**src/rtl/node_stream_serializer_pkg.sv**
```systemverilog
// Shared constants and state encoding for the internal-node write-side load path.
// NODE_DSIZE/NODE_WIDTH must stay in step with the clk-side aggregator and node tree.
package node_stream_serializer_pkg;

    localparam int NODE_DSIZE       = 11;
    localparam int NODE_CHUNKS      = 2;
    localparam int NODE_WIDTH       = NODE_DSIZE * NODE_CHUNKS;
    localparam int NODE_COUNT_WIDTH = 8;

    typedef enum logic [1:0] {
        IDLE,
        FETCH,
        SEND,
        DONE
    } ser_state_e;

endpackage

```
**src/rtl/node_chunk_shifter.sv**
```systemverilog
// Holds one wide node word and presents it DSIZE bits at a time, low chunk first.
// last_chunk flags that the chunk currently on the output is the final one of the word.
module node_chunk_shifter #(
    parameter int DSIZE      = 11,
    parameter int NUM_CHUNKS = 2
) (
    input  logic                          wclk,
    input  logic                          wrst_n,
    input  logic                          load,
    input  logic                          shift,
    input  logic [DSIZE*NUM_CHUNKS-1:0]   load_data,
    output logic [DSIZE-1:0]              chunk,
    output logic                          last_chunk
);

    localparam int CNT_W = (NUM_CHUNKS > 1) ? $clog2(NUM_CHUNKS) : 1;

    logic [DSIZE*NUM_CHUNKS-1:0] shift_reg;
    logic [CNT_W-1:0]            chunk_cnt_reg;

    assign chunk      = shift_reg[DSIZE-1:0];
    assign last_chunk = (chunk_cnt_reg == CNT_W'(NUM_CHUNKS - 1));

    always_ff @(posedge wclk) begin
        if (!wrst_n) begin
            shift_reg     <= '0;
            chunk_cnt_reg <= '0;
        end else if (load) begin
            shift_reg     <= load_data;
            chunk_cnt_reg <= '0;
        end else if (shift) begin
            // Zero fill keeps the output quiet once a word has drained.
            shift_reg     <= shift_reg >> DSIZE;
            chunk_cnt_reg <= last_chunk ? '0 : chunk_cnt_reg + CNT_W'(1);
        end
    end

endmodule

```
**src/rtl/node_stream_serializer.sv**
```systemverilog
// Write-side transmitter: fetches wide node words and enqueues them as DSIZE chunks
// into the SyncFIFO, low chunk first, exactly mirroring the clk-side aggregator.
module node_stream_serializer
    import node_stream_serializer_pkg::*;
#(
    parameter int DSIZE       = NODE_DSIZE,
    parameter int NUM_CHUNKS  = NODE_CHUNKS,
    parameter int COUNT_WIDTH = NODE_COUNT_WIDTH
) (
    input  logic                         wclk,
    input  logic                         wrst_n,
    input  logic                         start,
    input  logic [COUNT_WIDTH-1:0]       total_words,
    input  logic [DSIZE*NUM_CHUNKS-1:0]  src_data,
    input  logic                         src_valid,
    output logic                         src_ready,
    input  logic                         stall,
    input  logic                         fifo_full_n,
    output logic                         fifo_enq,
    output logic [DSIZE-1:0]             fifo_wdata,
    output logic                         busy,
    output logic                         done,
    output logic [COUNT_WIDTH-1:0]       words_sent
);

    ser_state_e             state_reg;
    logic [COUNT_WIDTH-1:0] target_reg;
    logic [COUNT_WIDTH-1:0] words_sent_reg;
    logic [COUNT_WIDTH-1:0] sent_inc;
    logic                   accept;
    logic                   enq_ok;
    logic                   last_chunk;

    assign src_ready  = (state_reg == FETCH);
    assign accept     = src_ready && src_valid;
    // Gating with wrst_n keeps the strobe low even while reset is being applied.
    assign enq_ok     = wrst_n && (state_reg == SEND) && fifo_full_n && !stall;
    assign fifo_enq   = enq_ok;
    assign busy       = (state_reg != IDLE);
    assign done       = (state_reg == DONE);
    assign words_sent = words_sent_reg;
    assign sent_inc   = words_sent_reg + COUNT_WIDTH'(1);

    node_chunk_shifter #(
        .DSIZE      (DSIZE),
        .NUM_CHUNKS (NUM_CHUNKS)
    ) u_shifter (
        .wclk       (wclk),
        .wrst_n     (wrst_n),
        .load       (accept),
        .shift      (enq_ok),
        .load_data  (src_data),
        .chunk      (fifo_wdata),
        .last_chunk (last_chunk)
    );

    always_ff @(posedge wclk) begin
        if (!wrst_n) begin
            state_reg      <= IDLE;
            target_reg     <= '0;
            words_sent_reg <= '0;
        end else begin
            case (state_reg)
                IDLE: begin
                    if (start) begin
                        target_reg     <= total_words;
                        words_sent_reg <= '0;
                        state_reg      <= (total_words == '0) ? DONE : FETCH;
                    end
                end
                FETCH: begin
                    if (accept) begin
                        state_reg <= SEND;
                    end
                end
                SEND: begin
                    if (enq_ok && last_chunk) begin
                        words_sent_reg <= sent_inc;
                        state_reg      <= (sent_inc == target_reg) ? DONE : FETCH;
                    end
                end
                DONE: begin
                    state_reg <= IDLE;
                end
                default: begin
                    state_reg <= IDLE;
                end
            endcase
        end
    end

endmodule

```
**config.mk**
```make
export PLATFORM = sky130hd
export DESIGN_NAME = node_stream_serializer
export DESIGN_NICKNAME = d
export VERILOG_FILES = /design/src/rtl/node_stream_serializer_pkg.sv /design/src/rtl/node_chunk_shifter.sv /design/src/rtl/node_stream_serializer.sv
export SDC_FILE = /design/constraint.sdc
export NUM_CORES = 1
export LEC_CHECK = 0
export ABC_AREA = 1
export CAP_MARGIN = 5
export CELL_PAD_IN_SITES_DETAIL_PLACEMENT = 2
export CELL_PAD_IN_SITES_GLOBAL_PLACEMENT = 2
export CORE_MARGIN = 2
export CORE_UTILIZATION = 27
export DETAILED_ROUTE_END_ITERATION = 8
export GPL_TIMING_DRIVEN = 0
export PLACE_DENSITY_LB_ADDON = 0.1
export SLEW_MARGIN = 10
export SYNTH_ARGS = -nofsm -noshare
export SYNTH_HDL_FRONTEND = slang
export SYNTH_SLANG_ARGS = --single-unit
```
**constraint.sdc**
```tcl
create_clock -name wclk -period 2.25 [get_ports wclk]
set_input_delay 0.45 -clock wclk [delete_from_list [all_inputs] [get_ports wclk]]
set_output_delay 0.45 -clock wclk [all_outputs]
set_load 0.1 [all_outputs]
```
==> summary.md <==
| Metric | Value |
|---|---|
| Global Route Usage Sum | 0.173 |
| Critical path's slowest cell | dlygate4sd2_1 |
| Mean Syn Cell Area | around 6.9 um2 |
| Largest delay contributor family on the critical path | buffers and inverters |
| Crit Path Category | reg -> out |
| Initial drt markers | 38 |
| Die W | around 92 um |
| Crit path time final | ~2.1 ns |
| Area delta synth->final | 37.2% |
| Commonest cells post-synth | 78 x nand2_1, 41 x dfxtp_1, 34 x nand3_1 |
| Worst Clk Skew | 0.00591 ns |
| NetSw | 748 uW |
| Clock Tree Buf Depth | 2 |
| HP Class | reg -> reg |
| Buf+Inv Stages, Crit Path | 1 |
| Switching share of power | 0.384 |
| Maxcap violations | 0 |
| Final core occ | 0.375 |
| Leakage Power | approximately 1.2 nW |
| Crit end category | primary output |
| Crit path DAT | around 1.7 ns |
| #FFs+latches synth | ~40 |
| H-tree depth | 2 |
| Total clock sinks | 41 |
| Max reg flops | 22 |
| Slew Limit Fails | 0 |
| Hold EP | u_shifter.shift_reg[12]$_SDFFE_PN0P_ |
| FF-to-FF setup slack | around 0.53 ns |
| Seq/Total Area, Yosys | 0.394 |
| Cell variety after synth | 26 |
| Xor/xnor share of the synthesized area | 0 |
| Diodes inserted | 0 |
| Reg power frac | 0.424 |
| Clock Power Share | 0.264 |
| Hold_buf cts | 0 |
| Die height | approximately 92 um |
| Count of flip-flops with a built-in enable after synthesis | 0 |
| Most common cell in the netlist | nand2_1 |
| Synth top area share | 0.394 |
| Hold Slack | about 0.47 ns |
| CTS Buf Count | 5 |
| First-pass GRT wire length | roughly 11000 um |
| Multi-input gate area | ~1000 um2 |
| Compound-Gate Fraction of Synth Area | 0.149 |
| Largest family of logic cells by synthesized area | simple AND/OR/NAND/NOR gates |
| Clk pin slew, worst setup/hold paths | around 0.080 ns |
| Worst R2R Path Depth | 9 |
| # DRC | 0 |
| Cell count after synthesis | 300 |
| FP Rows | 32 |
| Routed vias | about 2200 |
| Synth area leader | dfxtp_1 |
| P per Cell Area | between 600 and 700 mW/mm2 |
| YS warnings | 0 |
| Final setup fails | 0 |
| Sequential cell area | 821 um2 |
| Cell Area, Synth | roughly 0.0021 mm2 |
| Port bufs | between 50 and 60 |
| Post-synth net total | between 300 and 400 |
| Total Wirelength | 6940 um |
| Largest net degree at the start of global routing | 13 |
| Post-synthesis mux area share | 0 |
| Worst setup SP type | register |
| Run status | finished, final reports clean |
| Antenna-violating nets left | 0 |
| Fmax achieved | between 0.4 and 0.5 GHz |
| Final net count | about 400 |
| Main flop type after synthesis | dfxtp_1 |
| Die area | 0.00842 mm2 |
| Ports | 59 |
| Unrepaired setup endpoints after global routing | false |
| Worst vdd ir | approximately 0.00026 V |
| Adder-cell area share of the yosys netlist | 0.00601 |
| Crit-path cells | dlygate4sd2_1 |
| Root Driver | clkbuf_8 |
| Fill count | roughly 930 |
| Relative slew slack | 0.359 |
| Core ar. | roughly 0.0076 mm2 |
| Worst skew pair latency | 0.30 ns |
| Initial Util | 0.274 |
| Vias in the first global route | 2279 |
| Synth area leaders | dfxtp_1 39%, nand2_1 14%, nand3_1 8.2%, a21oi_1 5.3%, buf_4 4.7% |
| TritonRoute pass-1 iters | 4 |
| Antenna violations before repair | 0 |
| Reg-to-reg critical path endpoint | state_reg[1]$_SDFFE_PN0P_ |
| DP HPWL | 5360 um |
| Slowest Stage Delay on Critical Path | roughly 0.90 ns |
| Crit Path Max Fanout | 8 |
| Final Wtd Congestion | approximately 0.75 |
| Min-Delay Path Depth | 2 |
| Internal power | between 1 and 1.5 mW |
| Simple-gate share of the synthesized area | 0.323 |
| Congestion Overflow GR | 0 |
| Layout cells sized above 1 | 0.129 |
| Vias/cell | 4.62 |
| Fin crit share | 0.936 |
| CP required | 1.80 ns |
| Gate power share | 0.312 |
| TritonCTS clock tree | done |
| R2r startpoint | words_sent[0]$_SDFFE_PN0P_ |
| Worst Max-Slew Pin Slew | a little under 1 ns |
| Fin. Hold Viols | 0 |
| Ys async rst share | 0 |
| Hold Crit Start | u_shifter.shift_reg[12]$_SDFFE_PN0P_ |
| Avg WL per Cell | ~15 um |
## power by group through the flow
stage	Combinational (mW)	Clock, mW	Sequential, mW
2_1_floorplan	0.328	0	0.942
3_3_place_gp	0.620	0	0.842
3_5_place_dp	0.632	0	0.845
4_1_cts	0.618	0.527	0.828
5_1_grt	0.659	0.558	0.837
6_report	0.607	0.515	0.827
## kinds of logic after synthesis
family,Yosys count
buffers and inverters,54
AOI/OAI and AO/OA,57
DFF,41
adders and majority gates,1
and+or+nand+nor,147
## worst min-delay path, stage by stage, from the launching register on
cell and delay, ns:
dfxtp_1 0.32, nand2_1 0.06, a21oi_1 0.05
## worst max path at each step
stage	end	slack [ns]	cells after the start	from
6_report	words_sent[5]	0.14	1	words_sent[5]$_SDFFE_PN0P_
2_1_floorplan	state_reg[1]$_SDFFE_PN0P_	0.05	8	words_sent[0]$_SDFFE_PN0P_
3_3_place_gp	fifo_enq	-1.24	7	wrst_n
3_5_place_dp	fifo_enq	-1.29	7	wrst_n
5_1_grt	fifo_enq	0.04	5	state_reg[1]$_SDFFE_PN0P_
4_1_cts	done	0.002	3	state_reg[0]$_SDFFE_PN0P_
## area by class of cell
class                           count  area share
Buffer                             20      0.0473
Tap cell                          102      0.0447
Multi-Input combinational cell    205       0.348
Clock inverter                      1     0.00263
Clock buffer                        6      0.0289
Inverter                           33      0.0443
Timing Repair Buffer               58       0.196
Sequential cell                    41       0.288
## per-stage QoR
| step | total power [mW] | std cells | TNS, ns | setup slack (ns) | area [um2] |
|---|---|---|---|---|---|
| after floorplan | 1.27 | 300 | 0 | 0.0485 | 2080 |
| after global placement | 1.46 | 460 | -1.32 | -1.24 | 2790 |
| after detailed placement | 1.48 | 460 | -1.85 | -1.29 | 2790 |
| after CTS | 1.97 | 467 | 0 | 0.00183 | 2860 |
| after global routing | 2.05 | 466 | 0 | 0.0376 | 2850 |
| final | 1.95 | 466 | 0 | 0.144 | 2850 |
## routing by layer
layer	up-vias	routed length [um]	track usage	share of wire
li1	1087	-	-	-
met1	1029	3270	0.224	0.47
met2	31	3400	0.299	0.49
met3	7	204	0.0320	0.029
met4	0	60	0.0373	0.0086
met5	-	0	0	0
## cells in the final DEF, fill, tap and decap left out, types with 2 or more instances in the layout
cell             netlist  routed
o21ai_1                7       7
o21ai_0               14      14
nand2_1               78      78
a21oi_2                2       2
nor2_4                 3       3
clkdlybuf4s15_2        0       3
clkdlybuf4s50_1        0      34
clkbuf_8               0       6
dfxtp_1               41      41
nor2_1                22      22
nand3b_1               2       2
clkbuf_1               3       3
buf_4                 13      13
inv_2                  6       6
nor3_1                 2       2
dlygate4sd2_1          0      19
nor2_2                 2       2
buf_2                  4       3
a31oi_1               11      11
inv_1                 26      26
a21oi_1               22      22
nand3_1               34      34
## timing repair
| action | 4_1_cts | 5_1_grt |
|---|---|---|
| gates resized for setup | 36 | 3 |
| pin swaps | 0 | 0 |
| setup buffers | 0 | 0 |
| setup endpoints to repair | 23 | 2 |
| cloned | 0 | 0 |
Note: power is estimated with default switching activity, not from simulation.
